`src/rtl/snoop_responder.sv`:
```
// Snoop responder for a 4-line direct-mapped cache: answers bus snoops,
// issues write-backs for exclusive lines and accepts local line writes.
module snoop_responder (
    input  logic       clock,
    input  logic       reset_n,
    input  logic       bus_valid,
    input  logic [8:0] bus_in,
    output logic       bus_stall,
    output logic       wb_valid,
    input  logic       wb_ready,
    output logic [2:0] wb_addr,
    output logic [3:0] wb_data,
    input  logic       loc_we,
    input  logic [2:0] loc_addr,
    input  logic [1:0] loc_state,
    input  logic [3:0] loc_data,
    output logic       loc_ack,
    output logic       hit,
    output logic       err,
    input  logic [1:0] dbg_index,
    output logic [6:0] dbg_line
);

    localparam logic [1:0] ST_INVALID   = 2'b00;
    localparam logic [1:0] ST_EXCLUSIVE = 2'b01;
    localparam logic [1:0] ST_SHARED    = 2'b10;

    localparam logic [1:0] MSG_READ_MISS  = 2'b00;
    localparam logic [1:0] MSG_WRITE_MISS = 2'b01;
    localparam logic [1:0] MSG_INVALIDATE = 2'b10;
    localparam logic [1:0] MSG_EMPTY      = 2'b11;

    typedef enum logic {
        IDLE = 1'b0,
        WB   = 1'b1
    } fsm_t;

    fsm_t       fsm_q, fsm_d;
    logic [1:0] line_state_q [4];
    logic [1:0] line_state_d [4];
    logic [3:0] line_tag_q, line_tag_d;
    logic [3:0] line_data_q [4];
    logic [3:0] line_data_d [4];
    logic       wb_valid_q, wb_valid_d;
    logic [2:0] wb_addr_q, wb_addr_d;
    logic [3:0] wb_data_q, wb_data_d;
    logic       hit_q, hit_d;
    logic       loc_ack_q, loc_ack_d;
    logic       err_q, err_d;

    logic [1:0] snp_msg_s;
    logic [2:0] snp_addr_s;
    logic [1:0] snp_idx_s;
    logic       snp_accept_s;
    logic       snp_match_s;
    logic       snp_hit_s;
    logic       snp_excl_s;
    logic       bus_data_unused_s;

    assign snp_msg_s    = bus_in[8:7];
    assign snp_addr_s   = bus_in[6:4];
    assign snp_idx_s    = snp_addr_s[1:0];
    assign bus_data_unused_s = ^bus_in[3:0];

    // Decode the snooped transaction against the addressed line.
    always_comb begin
        snp_accept_s = (fsm_q == IDLE) && bus_valid;
        snp_excl_s   = (line_state_q[snp_idx_s] == ST_EXCLUSIVE);
        snp_match_s  = ((line_state_q[snp_idx_s] == ST_EXCLUSIVE) ||
                        (line_state_q[snp_idx_s] == ST_SHARED)) &&
                       (line_tag_q[snp_idx_s] == snp_addr_s[2]);
        snp_hit_s    = snp_accept_s && snp_match_s && (snp_msg_s != MSG_EMPTY);
    end

    // Line storage update: local write first, then the snoop outcome; a
    // snoop hit on the same index suppresses the local write entirely.
    always_comb begin
        line_state_d = line_state_q;
        line_tag_d   = line_tag_q;
        line_data_d  = line_data_q;
        loc_ack_d    = 1'b0;
        err_d        = err_q;
        hit_d        = snp_hit_s;

        if (loc_we && !(snp_hit_s && (loc_addr[1:0] == snp_idx_s))) begin
            line_state_d[loc_addr[1:0]] = loc_state;
            line_tag_d[loc_addr[1:0]]   = loc_addr[2];
            line_data_d[loc_addr[1:0]]  = loc_data;
            loc_ack_d                   = 1'b1;
        end else begin
            loc_ack_d = 1'b0;
        end

        if (snp_hit_s) begin
            case (snp_msg_s)
                MSG_READ_MISS: begin
                    if (snp_excl_s) begin
                        line_state_d[snp_idx_s] = ST_SHARED;
                    end else begin
                        line_state_d[snp_idx_s] = line_state_q[snp_idx_s];
                    end
                end
                MSG_WRITE_MISS: begin
                    line_state_d[snp_idx_s] = ST_INVALID;
                end
                MSG_INVALIDATE: begin
                    line_state_d[snp_idx_s] = ST_INVALID;
                    if (snp_excl_s) begin
                        err_d = 1'b1;
                    end else begin
                        err_d = err_q;
                    end
                end
                default: begin
                    line_state_d[snp_idx_s] = line_state_q[snp_idx_s];
                end
            endcase
        end else begin
            line_state_d[snp_idx_s] = line_state_d[snp_idx_s];
        end
    end

    // Write-back FSM: an exclusive read/write-miss hit captures the line
    // before its state update and holds the request until memory accepts.
    always_comb begin
        fsm_d      = fsm_q;
        wb_valid_d = wb_valid_q;
        wb_addr_d  = wb_addr_q;
        wb_data_d  = wb_data_q;
        case (fsm_q)
            IDLE: begin
                if (snp_hit_s && snp_excl_s &&
                    ((snp_msg_s == MSG_READ_MISS) || (snp_msg_s == MSG_WRITE_MISS))) begin
                    fsm_d      = WB;
                    wb_valid_d = 1'b1;
                    wb_addr_d  = snp_addr_s;
                    wb_data_d  = line_data_q[snp_idx_s];
                end else begin
                    fsm_d = IDLE;
                end
            end
            WB: begin
                if (wb_ready && wb_valid_q) begin
                    fsm_d      = IDLE;
                    wb_valid_d = 1'b0;
                end else begin
                    fsm_d = WB;
                end
            end
            default: begin
                fsm_d      = IDLE;
                wb_valid_d = 1'b0;
            end
        endcase
    end

    // State and output registers.
    always_ff @(posedge clock or negedge reset_n) begin
        if (!reset_n) begin
            fsm_q      <= IDLE;
            line_tag_q <= 4'b0000;
            for (int i = 0; i < 4; i++) begin
                line_state_q[i] <= ST_INVALID;
                line_data_q[i]  <= 4'b0000;
            end
            wb_valid_q <= 1'b0;
            wb_addr_q  <= 3'b000;
            wb_data_q  <= 4'b0000;
            hit_q      <= 1'b0;
            loc_ack_q  <= 1'b0;
            err_q      <= 1'b0;
        end else begin
            fsm_q        <= fsm_d;
            line_tag_q   <= line_tag_d;
            line_state_q <= line_state_d;
            line_data_q  <= line_data_d;
            wb_valid_q   <= wb_valid_d;
            wb_addr_q    <= wb_addr_d;
            wb_data_q    <= wb_data_d;
            hit_q        <= hit_d;
            loc_ack_q    <= loc_ack_d;
            err_q        <= err_d;
        end
    end

    assign bus_stall = (fsm_q == WB);
    assign wb_valid  = wb_valid_q;
    assign wb_addr   = wb_addr_q;
    assign wb_data   = wb_data_q;
    assign hit       = hit_q;
    assign loc_ack   = loc_ack_q;
    assign err       = err_q;
    assign dbg_line  = {line_state_q[dbg_index], line_tag_q[dbg_index], line_data_q[dbg_index]};

endmodule

```
`config.mk`:
```
export PLATFORM = sky130hd
export DESIGN_NAME = snoop_responder
export DESIGN_NICKNAME = d
export VERILOG_FILES = /design/src/rtl/snoop_responder.sv
export SDC_FILE = /design/constraint.sdc
export NUM_CORES = 1
export LEC_CHECK = 0
export BUFFER_PORTS_ARGS = -buffer_cell sky130_fd_sc_hd__buf_2
export CORE_MARGIN = 4
export CORE_UTILIZATION = 48
export DETAILED_ROUTE_END_ITERATION = 16
export PLACE_DENSITY = 0.74
export SLEW_MARGIN = 20
export SYNTH_ARGS = -nofsm -noshare
export SYNTH_HDL_FRONTEND = slang
export SYNTH_SLANG_ARGS = --single-unit
```
`constraint.sdc`:
```
create_clock -name clock -period 2.49 [get_ports clock]
set_input_delay 0.249 -clock clock [delete_from_list [all_inputs] [get_ports clock]]
set_output_delay 0.249 -clock clock [all_outputs]
set_load 0.03 [all_outputs]
```
[Yosys cells after proc, flatten, opt, wreduce, memory -nomap -nowiden]
Index checks and enable logic that the tools add are counted.
Storage, ports and cells
  flip-flop bits (word level): 40
  bits in latches: 0
  RAM bits: 0
  bits in read-only memories: 0
  word-level logic and storage cells: 106
  memories: 0
Operators by class
  add/sub/neg operators: 0
  multiply operators: 0
  div/mod/pow operators: 0
  magnitude comparators: 9
  equal/unequal tests: 9
  shift operators: 0
  muxes and demuxes: 43
  bitwise logic cells: 9
  reduce and logical (&&, ||, !) cells: 20
Operators by type and width (number)
  8-bit bitwise mux: 3
  8-bit 2-to-1 mux: 3
  4-bit 2-to-1 mux: 5
  4-bit binary-select mux with 2-bit select: 2
  16-bit bitwise mux: 1
  2-bit 2-to-1 mux: 8
  8-bit case mux with 2 select lines: 1
  2-bit binary-select mux with 2-bit select: 3
  1-bit logical AND: 12
  3-bit >= comparator (second input constant): 3
  2-bit by 3-bit < comparator with 1-bit output (second input constant): 3
  2-bit NOT with 3-bit output: 3
  8-bit AND: 1
  2-bit demux with 2-bit select: 2
  4-bit demux with 2-bit select: 1
  1-bit 2-to-1 mux: 8
  8-bit NOT: 1
  3-bit by 1-bit < comparator with 1-bit output (second input constant): 2
  4-bit AND: 1
  1-bit binary-select mux with 2-bit select: 2
  4-bit bitwise mux: 1
  2-bit by 1-bit == test with 1-bit output (second input constant): 2
  2-bit == test (second input constant): 2
  2-bit by 1-bit != test with 1-bit output (second input constant): 2
  15 further kinds: 18

[Depth between registers and ports, before layout]
Gate-level depths: netlist (run 1).
  depth after elaboration: 18
  depth in mapped cells: 10

[Least setup slack after synthesis (run 1)]
OpenSTA, ideal clock, no wires.
  path type: input -> register
  from: in bus_in[4]
  to: reg wb_addr_q[2], in the netlist wb_addr[2]
  setup time: 125 ps
  arrival: 2561 ps
  data required time: 2365 ps
  slack: -195 ps
  cell stages on the path: 7
  buffers on the path: 1
  cell sequence: buf_6 mux4_2 ha_1 nor4b_1 nand2_2 nor4b_4 mux2_2
On the way
  cells in the longest elaborated chain, start to end: 12
  elaborated cells between the ends (all ways): 16
  classes of those cells: eq/ne (3); mux (5); bitwise (1); reduce/logical (7)
RTL lines
  start: declaration: line 7  | input logic [8:0] bus_in,
  2-bit NOT with 3-bit output (implied by the code): line 68, 69, 70
  2-bit binary-select mux with 2-bit select: line 68, 69, 70
  2-bit 2-to-1 mux (implied by the code) (2 in series): line 68, 69, 70
  2-bit by 1-bit == test with 1-bit output / 2-bit == test (equally long branches): line 68, 69, 70
  1-bit logical OR: line 69  | snp_match_s = ((line_state_q[snp_idx_s] == ST_EXCLUSIVE) ||
  1-bit logical AND: line 70  | (line_state_q[snp_idx_s] == ST_SHARED)) &&
  1-bit logical AND (2 in series): line 72  | snp_hit_s = snp_accept_s && snp_match_s && (snp_msg_s != MSG_EMPTY);
  1-bit logical AND (*) (2 in series): line 132  | if (snp_hit_s && snp_excl_s &&
  2-bit AND reduction (no source line) (*)
  end signal: assignment: line 178  | wb_addr_q <= wb_addr_d;
  end: declaration: line 45  | logic [2:0] wb_addr_q, wb_addr_d;
Every way passes the cells marked *; elsewhere a longest branch is shown, timed or not. The select of a mux whose other input is x is not followed.
A chain may end at the register's enable or synchronous reset.

[Final worst setup path (run 1)]
  from: reg line_state_q[1] (netlist name)
  to: reg wb_data_q[3], in the netlist wb_data[3]
On the way
  cells in the longest elaborated chain, start to end: 11
  elaborated cells between the ends (all ways): 12
  classes of those cells: eq/ne (2); mux (3); reduce/logical (7)
RTL lines
  start: declaration: line 39  | logic [1:0] line_state_q [4];
  start signal: assignment: line 175  | line_state_q <= line_state_d;
  2-bit binary-select mux with 2-bit select (*): line 68, 69, 70
  2-bit 2-to-1 mux (implied by the code) (*) (2 in series): line 68, 69, 70
  2-bit by 1-bit == test with 1-bit output / 2-bit == test (equally long branches): line 68, 69, 70
  1-bit logical OR: line 69
  1-bit logical AND: line 70
  1-bit logical AND (2 in series): line 72
  1-bit logical AND (*) (2 in series): line 132
  2-bit AND reduction (no source line) (*)
  end signal: assignment: line 179  | wb_data_q <= wb_data_d;
  end: declaration: line 46  | logic [3:0] wb_data_q, wb_data_d;
Marked as above.

==> results of run 1 <==
[final timing paths]
check                                     startpoint                        end  slack, ps  cells after the start
min                                          reset_n     wb_addr[0]$_DFFE_PN0P_         70                      1
max reg2reg                line_state_q[1]$_DFF_PN0_     wb_data[3]$_DFFE_PN0P_         20                      8
min in group clock                          wb_ready       wb_valid$_DFFE_PN0P_        160                      2
max                        line_state_q[1]$_DFF_PN0_     wb_data[3]$_DFFE_PN0P_         20                      8
min reg2reg                   wb_data[1]$_DFFE_PN0P_     wb_data[1]$_DFFE_PN0P_        510                      1
max in group asynchronous                    reset_n  line_state_q[5]$_DFF_PN0_       1850                      1
[critical path, stage by stage, from the launching register on]
cell	delay (ps)
dfrtp_1	390
mux4_2	510
inv_2	90
ha_4	200
nor4b_4	240
nand2_2	120
nor4b_4	310
buf_12	180
mux2_4	300
[registers in the layout, indices dropped and copies added, names as in the netlist]
name          flops
line_data_q      16
line_state_q      8
line_tag_q        4
wb_data           4
wb_addr           3
bus_stall         1
err               1
hit               1
loc_ack           1
wb_valid          1
[layout make-up]
class,count,share of cell area
repair buffers,55,0.1239
well taps,52,0.02432
inverters,4,0.005613
flip-flops and latches,40,0.3742
multi-input cells,107,0.4355
clock buffers,6,0.03087
clock inverters,2,0.005613
[cells by family after synthesis]
| logic type | synth area share |
|---|---|
| xor gates and xnor gates | 0.01570 |
| DFF | 0.4651 |
| and+or+nand+nor | 0.07151 |
| buffers and inverters | 0.02267 |
| adders and majority gates | 0.02907 |
| muxes | 0.3250 |
| AOI/OAI and AO/OA | 0.07094 |
[through the flow]
| step | area [um^2] | hold slack (ps) |
|---|---|---|
| after global placement | 2565 | 398.9 |
| after floorplan | 2215 | -46.59 |
| after detailed placement | 2565 | 418.4 |
| final | 2675 | 73.96 |
| after global routing | 2675 | 149.4 |
| after CTS | 2663 | 103.7 |
[power by group]
part / switching [W] / total [W] / internal, W
registers: 0.000144 / 0.00100 / 0.000861
clock network: 0.000237 / 0.000462 / 0.000224
logic: 0.000596 / 0.00113 / 0.000539
[metal layers]
| layer | part of all wire | wire [um] | track usage | vias up |
|---|---|---|---|---|
| met3 | 0.060 | 309 | 0.03605 | 8 |
| met2 | 0.53 | 2722 | 0.3395 | 66 |
| li1 | - | - | - | 705 |
| met5 | 0 | 0 | 0 | - |
| met1 | 0.40 | 2061 | 0.2439 | 774 |
| met4 | 0.016 | 85 | 0.06917 | 0 |
[placed cells by master, fill, tap and decap left out, types with 7 or more instances in the layout]
| master | count |
|---|---|
| dfrtp_1 | 40 |
| mux4_2 | 14 |
| mux2i_1 | 8 |
| mux2_4 | 7 |
| a21oi_1 | 9 |
| mux2_2 | 20 |
| nor2_1 | 11 |
| buf_2 | 39 |
| buf_4 | 14 |
==> out/summary.txt, run 1 <==
status -> complete, no violations
Slew HR -> 0.4025
cts bufs inserted -> 5
antenna-violating nets left -> 0
Max Cap Viol -> 0
Hold WC Path Type -> primary input to async pin
CTS Root Cell -> clkbuf_8
total clock sinks -> 40
area delta synth->final -> 24.30%
leak pwr -> 1.201 nW
PwrDens -> 972.3 nW/um^2
Final setup violation count -> 0
Cells after DPL -> 258
number of remaining DRC errors -> 0
crit-path max FO -> 9
largest area contributor in the netlist -> dfrtp_1
non-filler cells, final -> 266
WP data arrival -> 2650 ps
Peak VDD IR -> 465.6 uV
Tcrit/Tclk final -> 0.9903
largest net degree at the start of global routing -> 41
critical path type -> flop to flop
Vias -> 1553
total I/O pin count -> 44
CTS tree -> built
Post-synth top flop -> dfrtp_1
routed len/inst -> 19.47 um
FF+latch area -> 1001 um^2
first-pass GRT wire length -> 8.045 mm
routability cong. -> 0.8770
commonest cells in the netlist -> dfrtp_1, mux2_2, mux4_2, nor2_1, a21oi_1
Max H-tree Level -> 2
routed wire length -> 5.179 mm
Diodes inserted -> 0
measured slew at the worst slew-check pin -> 896.2 ps
die area -> 5619 um^2
Avg Inst Size Synth -> 13.62 um^2
Peak Freq -> 405.5 MHz
Area contributors post-synth -> dfrtp_1, mux4_2, mux2_2
data required time at the worst endpoint -> 2670 ps
Mapped Area -> 2152 um^2
Die W -> 74.96 um
Detailed Route Iter0 Violations -> 76
Final #Nets -> 243
Clock Skew -> 8.050 ps
fin worst setup slack -> 24.09 ps
Async S/R FF share, synth -> 1.000
number of synthesized flops with an enable pin -> 0
Fin. Hold Viols -> 0
starting density of the core -> 0.4943
postcts setup bufs -> 0
top cell type's share of synthesized area -> 0.4651
Core Box Area -> 4354 um^2
PostCTS Resize Cnt -> 0
gr ovfl total -> 0
area taken by multi-input logic gates -> 1165 um^2
vias in the first global route -> 1628
vias per cell -> 5.838
startpoint types -> flop
clock-pin slew on the worst setup and hold paths -> 80 ps
Hold Buf Count CTS -> 0
dpl ws -> -47.40 ps
DIE HEIGHT -> 74.96 um
Final Slew Violations -> 0
layout cells sized above 1 -> 0.5374
dpl hpwl -> 3.784 mm
Core Util, Final -> 0.6144
cells after synthesis -> 158
Final Critical Period -> 2466 ps
overall power -> 0.002601 W
initial antenna violation count -> 0
Worst-Skew Late Latency -> 290 ps
Yosys cell types -> 31
post-synthesis sequential area ratio -> 0.4651
CTS Buffer Depth -> 2
setup_tns -> 0 ps
most frequent cell after synthesis -> dfrtp_1
GRT Total Usage -> 0.1955
Yosys reg bits -> 40
fill count -> 328
IO Port Bufs -> 39
syn_nets -> 188
Yosys warning total -> 0
drt pass-1 iters -> 4
crit end category -> flop
FP Rows -> 24
unrepaired setup endpoints after global routing -> true
(Power assumes the default switching activity.)
==> run 2: changes to the inputs <==
--- a/config.mk
+++ b/config.mk
@@ -7,9 +7,9 @@
 export LEC_CHECK = 0
 export BUFFER_PORTS_ARGS = -buffer_cell sky130_fd_sc_hd__buf_2
 export CORE_MARGIN = 4
-export CORE_UTILIZATION = 48
+export CORE_UTILIZATION = 49
 export DETAILED_ROUTE_END_ITERATION = 16
-export PLACE_DENSITY = 0.74
+export PLACE_DENSITY = 0.75
 export SLEW_MARGIN = 20
 export SYNTH_ARGS = -nofsm -noshare
 export SYNTH_HDL_FRONTEND = slang
==> run 2 against run 1 <==
Effect of this change:
- worst setup slack better by 8.3 ps
- non-clock buffer count down 1
- clock skew down 3.0 ps
- largest power group unchanged
==> out/summary.txt, run 2 (synthesized netlist as in run 1, its figures left out) <==
dpl hpwl -> 3.709 mm (-2.0%)
Max H-tree Level -> 2 (unchanged)
total clock sinks -> 40 (unchanged)
Die W -> 74.27 um (-0.92%)
max reg flops -> 16 (unchanged)
Vias -> 1535 (-1.2%)
antenna-violating nets left -> 0 (unchanged)
vias per cell -> 5.837 (about the same)
Final Slew Violations -> 0 (unchanged)
die area -> 5516 um^2 (-1.8%)
crit end category -> flop
Worst-Skew Late Latency -> 300 ps (about the same)
total I/O pin count -> 44 (unchanged)
Min Hold Slack -> 64.01 ps (-9.949 ps)
most frequent CP cell -> nor4b_4
first-pass GRT wire length -> 8.052 mm (about the same)
setup_tns -> 0 ps (unchanged)
critical path type -> flop to flop
CTS Buffer Depth -> 2 (unchanged)
status -> complete, no violations
Final setup violation count -> 0 (unchanged)
largest reg by FF count -> line_data_q
CP max-delay cell -> mux4_2
starting density of the core -> 0.5230 (+0.02870)
crit-path cells -> mux4_2 -> inv_2 -> ha_4 -> nor4b_4 -> nand2_2 -> nor4b_4 -> buf_12 -> mux2_4
Slew HR -> 0.4082 (+0.005670)
CTS tree -> built
Cells after DPL -> 255 (-1.2%)
routed wire length -> 4.933 mm (-4.7%)
routability cong. -> 0.8421 (-4.0%)
Max Cap Viol -> 0 (unchanged)
leak pwr -> 1.213 nW (+0.97%)
IO Port Bufs -> 39 (unchanged)
GRT Total Usage -> 0.1970 (+0.001548)
largest net degree at the start of global routing -> 41 (unchanged)
clock-pin slew on the worst setup and hold paths -> 80 ps (about the same)
Clock Skew -> 5.028 ps (-3.022 ps)
WP data arrival -> 2640 ps (about the same)
layout cells sized above 1 -> 0.5493 (+0.01191)
number of remaining DRC errors -> 0 (unchanged)
Peak VDD IR -> 509.1 uV (+9.3%)
Hold WC Path Type -> primary input to async pin
Tcrit/Tclk final -> 0.9870 (-0.003328)
drt pass-1 iters -> 4 (unchanged)
fill count -> 300 (-8.5%)
initial antenna violation count -> 0 (unchanged)
routed len/inst -> 18.76 um (-3.7%)
Peak Freq -> 406.9 MHz (+0.34%)
postcts setup bufs -> 0 (unchanged)
unrepaired setup endpoints after global routing -> true
Detailed Route Iter0 Violations -> 67 (-12%)
non-filler cells, final -> 263 (-1.1%)
data required time at the worst endpoint -> 2670 ps (about the same)
Core Util, Final -> 0.6580 (+0.04358)
Final Critical Period -> 2458 ps (-8.286 ps)
FP Rows -> 23 (-4.2%)
commonest non-fill, non-tap cell in the layout -> dfrtp_1
Core Box Area -> 4115 um^2 (-5.5%)
vias in the first global route -> 1639 (+0.68%)
gr ovfl total -> 0 (unchanged)
area delta synth->final -> 25.81%
Fin. Hold Viols -> 0 (unchanged)
Regs by FF count -> line_data_q (16), line_state_q (8)
startpoint types -> flop
cts bufs inserted -> 5 (unchanged)
Worst path max stage delay -> 520 ps (about the same)
Diodes inserted -> 0 (unchanged)
CTS Root Cell -> clkbuf_8
measured slew at the worst slew-check pin -> 887.7 ps (-8.505 ps)
Final #Nets -> 242 (-0.41%)
DIE HEIGHT -> 74.27 um (-0.92%)
commonest cells after routing, fill and taps aside -> dfrtp_1, buf_2, mux2_2
crit-path max FO -> 9 (unchanged)
PwrDens -> 987.9 nW/um^2 (+1.6%)
==> run 2: final cells by class <==
cell class	count	area [um^2]	share of cell area
inverter	4	15.01	0.005545
timing repair buffer	54	320.3	0.1183
sequential	40	1001	0.3697
multi-input combinational	107	1192	0.4404
tap	50	62.56	0.02311
clock inverter	3	47.55	0.01756
clock buffer	5	68.82	0.02542
==> run 2: per-stage QoR <==
stage	cell area, um^2	total power (W)	setup WS (ps)
6_report	2708	0.002675	32.37
3_5_place_dp	2555	0.002121	-62.91
3_3_place_gp	2555	0.002067	-23.99
5_1_grt	2708	0.002811	-53.41
4_1_cts	2671	0.002665	0.8098
2_1_floorplan	2215	0.001784	-93.24
==> run 2: what timing repair did <==
| action | CTS | global route |
|---|---|---|
| endpoints found under the setup margin | 0 | 33 |
| hold buffers | 0 | 0 |
| resized for setup | 0 | 8 |
| hold endpoints to repair | 0 | 0 |
==> run 2: critical path: cells and delay by family (launching register included) <==
kind / cells / cell delay (ps)
fa+ha+maj: 1 / 210
mux: 2 / 820
buf+inv: 2 / 280
simple gates: 3 / 640
flops: 1 / 390
==> run 2: worst paths after layout <==
check / from / end / slack (ps) / cells past startpoint
max: line_state_q[1]$_DFF_PN0_ / wb_data[2]$_DFFE_PN0P_ / 30 / 8
min: reset_n / wb_addr[0]$_DFFE_PN0P_ / 60 / 1
max reg2reg: line_state_q[1]$_DFF_PN0_ / wb_data[2]$_DFFE_PN0P_ / 30 / 8
min reg2reg: err$_DFFE_PN0P_ / err$_DFFE_PN0P_ / 470 / 1
max in group asynchronous: reset_n / line_data_q[11]$_DFFE_PN0P_ / 1870 / 1
min in group clock: wb_ready / wb_valid$_DFFE_PN0P_ / 150 / 2
==> run 2: metal layers <==
metal  track usage  vias up  share of wire
li1              -      702              -
met1        0.2639      777           0.43
met2        0.3219       49           0.49
met3       0.03784        7          0.072
met4       0.07115        0          0.011
met5             0        -              0
==> run 2: power breakdown <==
group / leakage, nW / internal (W) / switching (W)
registers: 0.494 / 0.000861 / 0.000152
logic: 0.660 / 0.000536 / 0.000581
clock network: 0.0583 / 0.000302 / 0.000243
total: 1.21 / 0.00170 / 0.000976
==> run 3: changes to the inputs <==
--- a/config.mk
+++ b/config.mk
@@ -7,9 +7,9 @@
 export LEC_CHECK = 0
 export BUFFER_PORTS_ARGS = -buffer_cell sky130_fd_sc_hd__buf_2
 export CORE_MARGIN = 4
-export CORE_UTILIZATION = 49
+export CORE_UTILIZATION = 50
 export DETAILED_ROUTE_END_ITERATION = 16
-export PLACE_DENSITY = 0.75
+export PLACE_DENSITY = 0.74
 export SLEW_MARGIN = 20
 export SYNTH_ARGS = -nofsm -noshare
 export SYNTH_HDL_FRONTEND = slang
==> constraint.sdc (replaced) <==
create_clock -name clock -period 2.8 [get_ports clock]
set_input_delay 0.28 -clock clock [delete_from_list [all_inputs] [get_ports clock]]
set_output_delay 0.28 -clock clock [all_outputs]
set_load 0.03 [all_outputs]
==> run 3 against run 2 <==
Effect of this change:
- sequential cell count unchanged
- sequential share of layout area up 1.9 points
- final area down 4.9%
- die area down 1.8%
- core utilization down 2.8 points
- largest cell class unchanged
- largest power group unchanged
- highest routed layer unchanged
==> out/summary.txt, run 3 (synthesized netlist as in run 1, its figures left out) <==
Psw -> 0.0008284 W (-15%)
layout cells sized above 1 -> 0.5118 (-0.03745)
Clock Skew -> 6.924 ps (+1.896 ps)
FP Rows -> 23 (unchanged)
dpl hpwl -> 3.714 mm (+0.12%)
max reg flops -> 16 (unchanged)
drt pass-1 iters -> 4 (unchanged)
Peak Freq -> 368.8 MHz (-9.4%)
Max Cap Viol -> 0 (unchanged)
largest reg by FF count -> line_data_q
worst r2r path cells -> 7 (-1)
status -> complete, no violations
Buf/Inv on CP -> 1 (-1)
unrepaired setup endpoints after global routing -> false
design area -> 2576 um^2 (-4.9%)
vias in the first global route -> 1636 (-0.18%)
Min Hold Slack -> 103.6 ps (+39.59 ps)
non-filler cells, final -> 261 (-0.76%)
area delta synth->final -> 19.71%
routed wire length -> 4.929 mm (about the same)
Pint -> 0.001356 W (-20%)
startpoint types -> flop
Core Box Area -> 4086 um^2 (-0.70%)
Vias -> 1532 (-0.20%)
Fin. Hold Viols -> 0 (unchanged)
measured slew at the worst slew-check pin -> 887.2 ps (-0.5115 ps)
routability cong. -> 0.8457 (+0.43%)
FF-to-FF setup slack -> 90 ps (+60 ps)
Cells after DPL -> 253 (-0.78%)
Diodes inserted -> 0 (unchanged)
clock-pin slew on the worst setup and hold paths -> 80 ps (about the same)
Detailed Route Iter0 Violations -> 46 (-31%)
routed len/inst -> 18.89 um (+0.68%)
CTS Root Cell -> clkbuf_8
commonest non-fill, non-tap cell in the layout -> dfrtp_1
cts bufs inserted -> 5 (unchanged)
Peak VDD IR -> 434.9 uV (-15%)
Slew HR -> 0.4085 (about the same)
CP max-delay cell -> a211oi_4
Reg-to-Reg Start -> line_state_q[2]$_DFF_PN0_
largest net degree at the start of global routing -> 41 (unchanged)
setup_tns -> 0 ps (unchanged)
commonest cells after routing, fill and taps aside -> dfrtp_1, buf_2, mux2_2
Flop pwr share -> 0.406 (+0.027)
critical path type -> flop to flop
starting density of the core -> 0.5266 (+0.003683)
dpl cell area -> 2474 um^2 (-3.2%)
vias per cell -> 5.870 (+0.57%)
total clock sinks -> 40 (unchanged)
FF-to-FF End -> line_data_q[6]$_DFFE_PN0P_
Hold WC Path Type -> primary input to async pin
Clock power frac -> 0.175 (-0.029)
antenna-violating nets left -> 0 (unchanged)
CTS Buffer Depth -> 2 (unchanged)
fill count -> 337 (+12%)
leak pwr -> 1.172 nW (-3.4%)
Final Slew Violations -> 0 (unchanged)
crit-path cells -> mux4_2 -> ha_1 -> nor4b_2 -> buf_4 -> and3_2 -> a211oi_4 -> mux2_2
die area -> 5418 um^2 (-1.8%)
DIE HEIGHT -> 73.61 um (-0.90%)
crit-path max FO -> 7 (-2)
Max H-tree Level -> 2 (unchanged)
CTS tree -> built
critical path's top delay family -> multiplexers
Core Util, Final -> 0.6304 (-0.02752)
logic gate share of total power -> 0.418 (about the same)
crit end category -> flop
IO Port Bufs -> 39 (unchanged)
initial antenna violation count -> 0 (unchanged)
Worst-Skew Late Latency -> 290 ps (about the same)
first-pass GRT wire length -> 8.142 mm (+1.1%)
Final setup violation count -> 0 (unchanged)
number of remaining DRC errors -> 0 (unchanged)
Die W -> 73.61 um (-0.90%)
GRT Total Usage -> 0.2019 (+0.004880)
Tcrit/Tclk final -> 0.9685 (-0.01854)
Regs by FF count -> line_data_q (16), line_state_q (8)
gr ovfl total -> 0 (unchanged)
Hold Buf Count CTS -> 0 (unchanged)
Switching Fraction -> 0.3792 (+0.01417)
WP data arrival -> 2890 ps (+250 ps)
total I/O pin count -> 44 (unchanged)
Worst path max stage delay -> 540 ps (+20 ps)
PwrDens -> 848.0 nW/um^2 (-14%)
data required time at the worst endpoint -> 2980 ps (+310 ps)
Final Critical Period -> 2712 ps (+254.1 ps)
Final #Nets -> 240 (-0.83%)
[run 3: cell count changes in the layout (fill, tap and decap cells not counted), sizes merged]
cell and change:
clkinv +1, bufinv -1, buf -2
[run 3: final cells by class]
| cell class | count | area (um^2) | share of cell area |
|---|---|---|---|
| clock buffer | 5 | 68.82 | 0.02671 |
| tap | 50 | 62.56 | 0.02428 |
| clock inverter | 3 | 18.77 | 0.007285 |
| sequential | 40 | 1001 | 0.3885 |
| multi-input combinational | 107 | 1117 | 0.4337 |
| inverter | 4 | 15.01 | 0.005828 |
| timing repair buffer | 52 | 292.8 | 0.1136 |
[run 3: metal layers]
layer | vias up | global-route usage | wire length, um | share of wire
met2 | 38 | 0.3327 | 2631 | 0.53
li1 | 699 | - | - | -
met3 | 6 | 0.05609 | 264 | 0.054
met4 | 0 | 0.05835 | 44 | 0.0089
met5 | - | 0 | 0 | 0
met1 | 789 | 0.2609 | 1988 | 0.40
[run 3: how the worst max path moves through the flow]
stage	startpoint	to	slack (ps)	depth (start not counted)
2_1_floorplan	bus_in[4]	wb_addr[2]$_DFFE_PN0P_	80	7
5_1_grt	line_state_q[6]$_DFF_PN0_	line_data_q[6]$_DFFE_PN0P_	30	7
3_3_place_gp	bus_in[4]	line_tag_q[2]$_DFFE_PN0P_	-90	8
3_5_place_dp	bus_in[4]	line_data_q[6]$_DFFE_PN0P_	-170	8
4_1_cts	line_state_q[2]$_DFF_PN0_	line_data_q[6]$_DFFE_PN0P_	110	7
6_report	line_state_q[2]$_DFF_PN0_	line_data_q[6]$_DFFE_PN0P_	90	7
[run 3: timing repair]
item / 4_1_cts / 5_1_grt
resized for setup: 1 / 2
pin swaps: 0 / 0
setup buffers: 0 / 0
cloned: 0 / 0
endpoints found under the setup margin: 6 / 27
[run 3: stage by stage]
step                      setup WS, ps  total power, W
after global routing             33.98        0.002311
after floorplan                  83.64        0.001507
after detailed placement        -169.5        0.001803
final                            88.32        0.002185
after CTS                        108.7        0.002189
after global placement          -85.13        0.001765
[run 3: power by group through the flow]
stage	Sequential [W]	Clock (W)	Combinational, W
after floorplan	0.00101	0	0.000494
after global placement	0.000882	0	0.000882
after detailed placement	0.000901	0	0.000902
after CTS	0.000889	0.000390	0.000910
after global routing	0.000913	0.000417	0.000981
final	0.000887	0.000383	0.000914
